<file path="src/rtl/mrv1_pkg.sv">
// Shared types for the mrv1 multiply/divide scheduling slice.
package mrv1_pkg;

   localparam int MUL_FU_OP_WIDTH = 3;

   typedef enum logic [MUL_FU_OP_WIDTH-1:0] {
      MUL, MULH, MULHSU, MULHU, DIV, DIVU, REM, REMU
   } mrv_mul_fu_op_e;

   typedef enum logic [1:0] {
      IDLE, ISSUE, WAIT, RESP
   } mrv1_mul_sched_state_e;

endpackage

</file>
<file path="src/rtl/mrv1_rr_arbiter.sv">
// Combinational round-robin arbiter: zero latency, no backpressure of its own.
// Searches upward from last_i+1 with wrap; the pointer register belongs to the caller.
module mrv1_rr_arbiter #(
   parameter int NUM_REQ_P = 4,
   localparam int IDX_W_LP = $clog2(NUM_REQ_P)
) (
   input  logic [NUM_REQ_P-1:0] req_i,
   input  logic [IDX_W_LP-1:0]  last_i,
   output logic [NUM_REQ_P-1:0] gnt_o,
   output logic [IDX_W_LP-1:0]  idx_o
);

   logic [IDX_W_LP-1:0] cand;
   logic                found;

   always_comb begin
      gnt_o = '0;
      idx_o = '0;
      found = 1'b0;
      cand  = '0;
      // Offset 1..N visits last_i+1 first and last_i itself last.
      for (int i = 1; i <= NUM_REQ_P; i++) begin
         cand = IDX_W_LP'((int'(last_i) + i) % NUM_REQ_P);
         if (!found && req_i[cand]) begin
            found        = 1'b1;
            idx_o        = cand;
            gnt_o[cand]  = 1'b1;
         end
      end
   end

endmodule

</file>
<file path="src/rtl/mrv1_mul_fu_sched.sv">
// Round-robin scheduler for the shared non-pipelined mul/div FU, one op in flight.
// Grant at cycle 0, FU request at 1, writeback the cycle after FU done; holds on fu_rdy_i / wb_ready_i low.
module mrv1_mul_fu_sched
   import mrv1_pkg::*;
#(
   parameter int DATA_WIDTH_P  = 32,
   parameter int ITAG_WIDTH_P  = 3,
   parameter int NUM_THREADS_P = 4,
   localparam int TID_WIDTH_LP = $clog2(NUM_THREADS_P)
) (
   input  logic                                        clk_i,
   input  logic                                        rst_ni,
   input  logic [NUM_THREADS_P-1:0]                    req_valid_i,
   output logic [NUM_THREADS_P-1:0]                    req_ready_o,
   input  mrv_mul_fu_op_e [NUM_THREADS_P-1:0]          req_opc_i,
   input  logic [NUM_THREADS_P-1:0][DATA_WIDTH_P-1:0]  req_src0_i,
   input  logic [NUM_THREADS_P-1:0][DATA_WIDTH_P-1:0]  req_src1_i,
   input  logic [NUM_THREADS_P-1:0][DATA_WIDTH_P-1:0]  req_src2_i,
   input  logic [NUM_THREADS_P-1:0][ITAG_WIDTH_P-1:0]  req_itag_i,
   input  logic [NUM_THREADS_P-1:0]                    flush_i,
   output logic                                        fu_req_o,
   input  logic                                        fu_rdy_i,
   output mrv_mul_fu_op_e                              fu_opc_o,
   output logic [DATA_WIDTH_P-1:0]                     fu_src0_o,
   output logic [DATA_WIDTH_P-1:0]                     fu_src1_o,
   output logic [DATA_WIDTH_P-1:0]                     fu_src2_o,
   output logic [ITAG_WIDTH_P-1:0]                     fu_itag_o,
   output logic [TID_WIDTH_LP-1:0]                     fu_tid_o,
   input  logic                                        fu_done_i,
   input  logic [DATA_WIDTH_P-1:0]                     fu_res_i,
   input  logic [ITAG_WIDTH_P-1:0]                     fu_itag_i,
   input  logic [TID_WIDTH_LP-1:0]                     fu_tid_i,
   output logic                                        wb_valid_o,
   input  logic                                        wb_ready_i,
   output logic [DATA_WIDTH_P-1:0]                     wb_data_o,
   output logic [ITAG_WIDTH_P-1:0]                     wb_itag_o,
   output logic [TID_WIDTH_LP-1:0]                     wb_tid_o,
   output logic                                        busy_o
);

   typedef struct packed {
      mrv_mul_fu_op_e            opc;
      logic [DATA_WIDTH_P-1:0]   src0;
      logic [DATA_WIDTH_P-1:0]   src1;
      logic [DATA_WIDTH_P-1:0]   src2;
      logic [ITAG_WIDTH_P-1:0]   itag;
   } op_t;

   mrv1_mul_sched_state_e        state_q;
   op_t                          op_q;
   logic [TID_WIDTH_LP-1:0]      tid_q;
   logic [TID_WIDTH_LP-1:0]      rr_ptr_q;
   logic [DATA_WIDTH_P-1:0]      res_q;
   logic                         kill_q;

   logic [NUM_THREADS_P-1:0]     eligible;
   logic [NUM_THREADS_P-1:0]     grant;
   logic [TID_WIDTH_LP-1:0]      grant_idx;
   logic                         grant_vld;
   logic                         flush_cur;

   assign eligible  = req_valid_i & ~flush_i;
   assign grant_vld = |grant;
   assign flush_cur = flush_i[tid_q];

   mrv1_rr_arbiter #(
      .NUM_REQ_P (NUM_THREADS_P)
   ) u_arb (
      .req_i  (eligible),
      .last_i (rr_ptr_q),
      .gnt_o  (grant),
      .idx_o  (grant_idx)
   );

   // Gated by rst_ni so no grant is advertised while the scheduler is held in reset.
   assign req_ready_o = (state_q == IDLE && rst_ni) ? grant : '0;

   assign fu_req_o   = (state_q == ISSUE);
   assign fu_opc_o   = op_q.opc;
   assign fu_src0_o  = op_q.src0;
   assign fu_src1_o  = op_q.src1;
   assign fu_src2_o  = op_q.src2;
   assign fu_itag_o  = op_q.itag;
   assign fu_tid_o   = tid_q;

   assign wb_valid_o = (state_q == RESP) && !flush_cur;
   assign wb_data_o  = res_q;
   assign wb_itag_o  = op_q.itag;
   assign wb_tid_o   = tid_q;

   assign busy_o     = (state_q != IDLE);

   always_ff @(posedge clk_i or negedge rst_ni) begin
      if (!rst_ni) begin
         state_q  <= IDLE;
         op_q     <= '0;
         tid_q    <= '0;
         rr_ptr_q <= TID_WIDTH_LP'(NUM_THREADS_P - 1);
         res_q    <= '0;
         kill_q   <= 1'b0;
      end else begin
         case (state_q)
            IDLE: begin
               if (grant_vld) begin
                  op_q.opc  <= req_opc_i[grant_idx];
                  op_q.src0 <= req_src0_i[grant_idx];
                  op_q.src1 <= req_src1_i[grant_idx];
                  op_q.src2 <= req_src2_i[grant_idx];
                  op_q.itag <= req_itag_i[grant_idx];
                  tid_q     <= grant_idx;
                  rr_ptr_q  <= grant_idx;
                  kill_q    <= 1'b0;
                  state_q   <= ISSUE;
               end
            end
            ISSUE: begin
               // A completed transfer cannot be recalled; a racing flush is remembered instead.
               if (fu_rdy_i) begin
                  kill_q  <= flush_cur;
                  state_q <= WAIT;
               end else if (flush_cur) begin
                  state_q <= IDLE;
               end
            end
            WAIT: begin
               kill_q <= kill_q | flush_cur;
               if (fu_done_i) begin
                  if (kill_q || flush_cur) begin
                     state_q <= IDLE;
                  end else begin
                     res_q   <= fu_res_i;
                     state_q <= RESP;
                  end
               end
            end
            RESP: begin
               if (flush_cur || wb_ready_i) begin
                  state_q <= IDLE;
               end
            end
            default: state_q <= IDLE;
         endcase
      end
   end

   a_done_tag_match: assert property (
      @(posedge clk_i) disable iff (!rst_ni)
      (state_q == WAIT && fu_done_i) |-> (fu_tid_i == tid_q && fu_itag_i == op_q.itag)
   );

endmodule

</file>
<file path="config.mk">
export PLATFORM = sky130hd
export DESIGN_NAME = mrv1_mul_fu_sched
export DESIGN_NICKNAME = d
export VERILOG_FILES = /design/src/rtl/mrv1_pkg.sv /design/src/rtl/mrv1_rr_arbiter.sv /design/src/rtl/mrv1_mul_fu_sched.sv
export SDC_FILE = /design/constraint.sdc
export NUM_CORES = 1
export LEC_CHECK = 0
export ABC_AREA = 1
export CAP_MARGIN = 25
export CORE_AREA = 2 2 234 236
export CTS_CLUSTER_SIZE = 10
export DETAILED_ROUTE_END_ITERATION = 6
export DIE_AREA = 0 0 236 238
export GPL_TIMING_DRIVEN = 1
export SETUP_SLACK_MARGIN = 0.02
export SYNTH_ARGS = -nofsm -noshare
export SYNTH_HDL_FRONTEND = slang
export SYNTH_SLANG_ARGS = --single-unit
export TNS_END_PERCENT = 50
</file>
<file path="constraint.sdc">
create_clock -name clk_i -period 2.45 [get_ports clk_i]
set_input_delay 0.3675 -clock clk_i [delete_from_list [all_inputs] [get_ports clk_i]]
set_output_delay 0.3675 -clock clk_i [all_outputs]
set_load 0.01 [all_outputs]
</file>
==> flow_summary.yaml <==
power:
  worst_supply_voltage_drop_on_vdd_v: 0.000786
  total_leakage_power_nw: 10.1
  p_per_area_nw_per_um2: 1840
synth:
  mappedNetlistArea_um2: 10600
  per_instance_average_area_after_synthesis_um2: 6.32
  syn_inst: 1681
  yosysWarnings: 0
  synth_seq_cells: 141
  synth.yosys.seq_area_share_pct: 33.3
  synth.net_count: 2152
  distinct_cell_type_count_after_synthesis: 32
run:
  timing.max_cap.violations: 0
clock_tree:
  clock_sinks: 141
  htree_levels: 4
  clk-insertion-delay-late_ns: 0.48
  clk_pin_slew_worst_paths_ns: 0.06
  clk_root_buffer_cell: "clkbuf_16"
  cts_max_path_buffers: 2
  cts_inserted_buffers: 17
  cts_tree: "built"
die:
  start_util_pct: 19.8
  fp.dieArea_um2: 56200
  die-width_um: 236
  std_cell_rows: 85
  ios: 606
  core_um2: 53500
  die_h_um: 238
sta:
  min_period_over_period_pct: 114
  final-setup-viol-count: 113
  tightestPinTransition_ns: 0.908
  timing.clock.skew_ns: 0.00928
  grt_setup_unrepaired: "yes"
  fmaxAchievable_mhz: 357
  finalMaxSlewViolations: 0
  hold_slack_ns: 0.477
  hold_violations: 0
  final.setup.worst_slack_ns: -0.349
  worst_slew_margin_relative_to_its_limit_pct: 39.5
  timing.final.crit_period_ns: 2.80
placement:
  hpwlAfterDp_um: 37200
  place.port_buffers: 600
  dp_cells: 2949
  routabilityCongestion: 0.931
routing:
  maxUsedRoutingLayer: "met5"
  met2_length_um: 27100
  detail_route.iter0.violations: 818
  route.final.wire_length_um: 54600
  wl_per_cell_um: 17.9
  detailroute.via_count: 13700
  antenna_left: 0
  drc_errors: 0
  met3WireLength_um: 3690
  avgViaCountPerCell: 4.47
  met1_length_um: 22300
  drt_first_pass_iters: 5
outcome:
  run_status: "complete, but fails checks"
  violations_in_the_final_reports: "negative setup slack"
global_route:
  grtUsageTotal_pct: 19.0
  grt_start_max_net_pins: 67
  first_global_vias: 13700
  grt_pass1_wl_um: 80700
  gr-total-overflow: 0
  antenna_found_initial: 6
critical_path:
  setup.worst_path.start_class: "flip-flop"
  critPathSlowestCell: "dfstp_2"
  setup_cp_type: "reg2out"
  timing.critical_path.to_type: "output pin"
  worst_ep_required_time_ns: 2.08
  worstPathMaxFanout: 6
  critPathMostFrequentCell: "nor2_4"
  worst_path_largest_cell_delay_ns: 0.56
  critical_path.cell_chain: "inv_4, ha_4, buf_6, o21ai_4, buf_4, nor2_4, nand2_1, nand2_2, nor2_4, nor2_1, buf_2"
  cp.arrival_ns: 2.43
finish:
  final_nets: 2818
  layout.cells.non_filler: 3056
  flow.area_growth_from_synthesis_pct: 90.8
  layout-drive-gt1-share_pct: 12.8
  ant_diodes: 0
  layout_commonest_cell: "nand2_1"
  mostFrequentLayoutCells: "nand2_1 (850), clkdlybuf4s50_1 (593), nand3_1 (223)"
  fillCellCount: 5448
worst_hold_path:
  min-delay-path-class: "reg2reg"
[synthesized netlist by cell type]
cell type	number	area share, %
mux2_2	32	3.4
dfrtp_1	139	33
nor3_1	1	0.047
nand3_1	232	11
ha_1	13	1.5
nand3_2	4	0.38
o211a_1	1	0.094
buf_4	24	1.7
nand2_1	874	31
nor2_2	1	0.059
inv_4	1	0.059
buf_1	6	0.21
a21oi_1	2	0.094
nor2_4	1	0.11
inv_2	6	0.21
nand4_1	3	0.18
buf_2	61	2.9
a21oi_2	1	0.083
o21ai_2	1	0.083
inv_1	117	4.1
a221oi_1	1	0.083
o21bai_1	1	0.071
o211ai_1	1	0.071
clkbuf_1	27	0.95
nand2_2	5	0.29
nand3b_1	102	7.2
o21ai_4	1	0.15
dfstp_2	2	0.49
nor2_1	15	0.53
o21ai_0	2	0.094
buf_6	1	0.11
clkinv_1	3	0.11
[report_power, final]
group / total (mW) / internal (mW) / switching, mW
Clock: 2.82 / 1.62 / 1.20
Sequential: 4.17 / 3.55 / 0.618
Combinational: 30.3 / 14.3 / 16.0
Total: 37.3 / 19.5 / 17.8
[flip-flops by register name, summed over array words and instances (netlist names)]
register   count
fu_itag_o      3
fu_opc_o       3
fu_src0_o     32
fu_src1_o     32
fu_src2_o     32
fu_tid_o       2
kill_q         1
rr_ptr_q       2
state_q        2
wb_data_o     32
[per-layer routing]
metal / global-route usage, % / vias up
li1: - / 6594
met1: 22.4 / 6436
met2: 33.3 / 513
met3: 4.88 / 95
met4: 7.04 / 12
met5: 0 / -
[worst max-delay path: cells and delay by family, from the launching register on]
kind	cells	cell delay, ns
compound gates	1	0.22
simple gates	5	0.39
buf+inv	4	0.50
flops	1	0.56
fa+ha+maj	1	0.27
[repair_timing]
| action | in CTS | in global routing |
|---|---|---|
| resized for setup | 118 | 19 |
| gates cloned | 27 | 4 |
| buffers inserted | 41 | 3 |
| endpoints found under the hold margin | 11 | 0 |
| pin swaps | 16 | 8 |
| hold buffers | 1 | 0 |
| endpoints found under the setup margin | 115 | 114 |
[path summary, 6_finish.rpt]
kind	start	to	slack [ns]	cells after the start
max in group asynchronous	rst_ni	fu_src1_o[24]	0.86	4
hold reg to reg	fu_src2_o[20]	fu_src2_o[20]	0.48	2
hold / removal	fu_src2_o[20]	fu_src2_o[20]	0.48	2
setup / recovery	rr_ptr_q[0]	req_ready_o[0]	-0.35	11
min in group asynchronous	rst_ni	wb_data_o[9]	0.64	3
setup reg to reg	rr_ptr_q[0]	fu_src2_o[4]	-0.32	16
[per-stage QoR]
stage	power, mW	TNS (ns)	utilization [%]	worst slack (ns)	area [um2]
3_5_place_dp	27.2	-39.58	33.5	-0.505	17900
2_1_floorplan	17.9	0	-	0.0249	10700
5_1_grt	40.5	-44.72	37.9	-0.474	20300
6_report	37.3	-28.20	37.9	-0.349	20300
4_1_cts	37.0	-24.46	37.5	-0.332	20100
3_3_place_gp	26.8	-39.62	33.5	-0.443	17900
[logic make-up (layout without fill, tap and decap cells)]
group | count (synthesis) | count (layout) | share of synthesized area [%]
AOI/OAI and AO/OA | 11 | 11 | 0.825
adders and majority gates | 13 | 13 | 1.53
buffers and inverters | 246 | 924 | 10.4
DFF | 141 | 141 | 33.3
muxes | 32 | 32 | 3.39
and+or+nand+nor | 1238 | 1239 | 50.6
[area by class of cell]
class,instances,area (um2),area share [%]
clock inverter,14,185,0.914
tap,696,871,4.30
sequential,141,3530,17.4
timing repair buffer,765,8490,41.9
multi-input combinational,1295,6260,30.9
clock buffer,18,429,2.12
inverter,127,494,2.44
No activity file was read; power rests on OpenSTA's default activity.
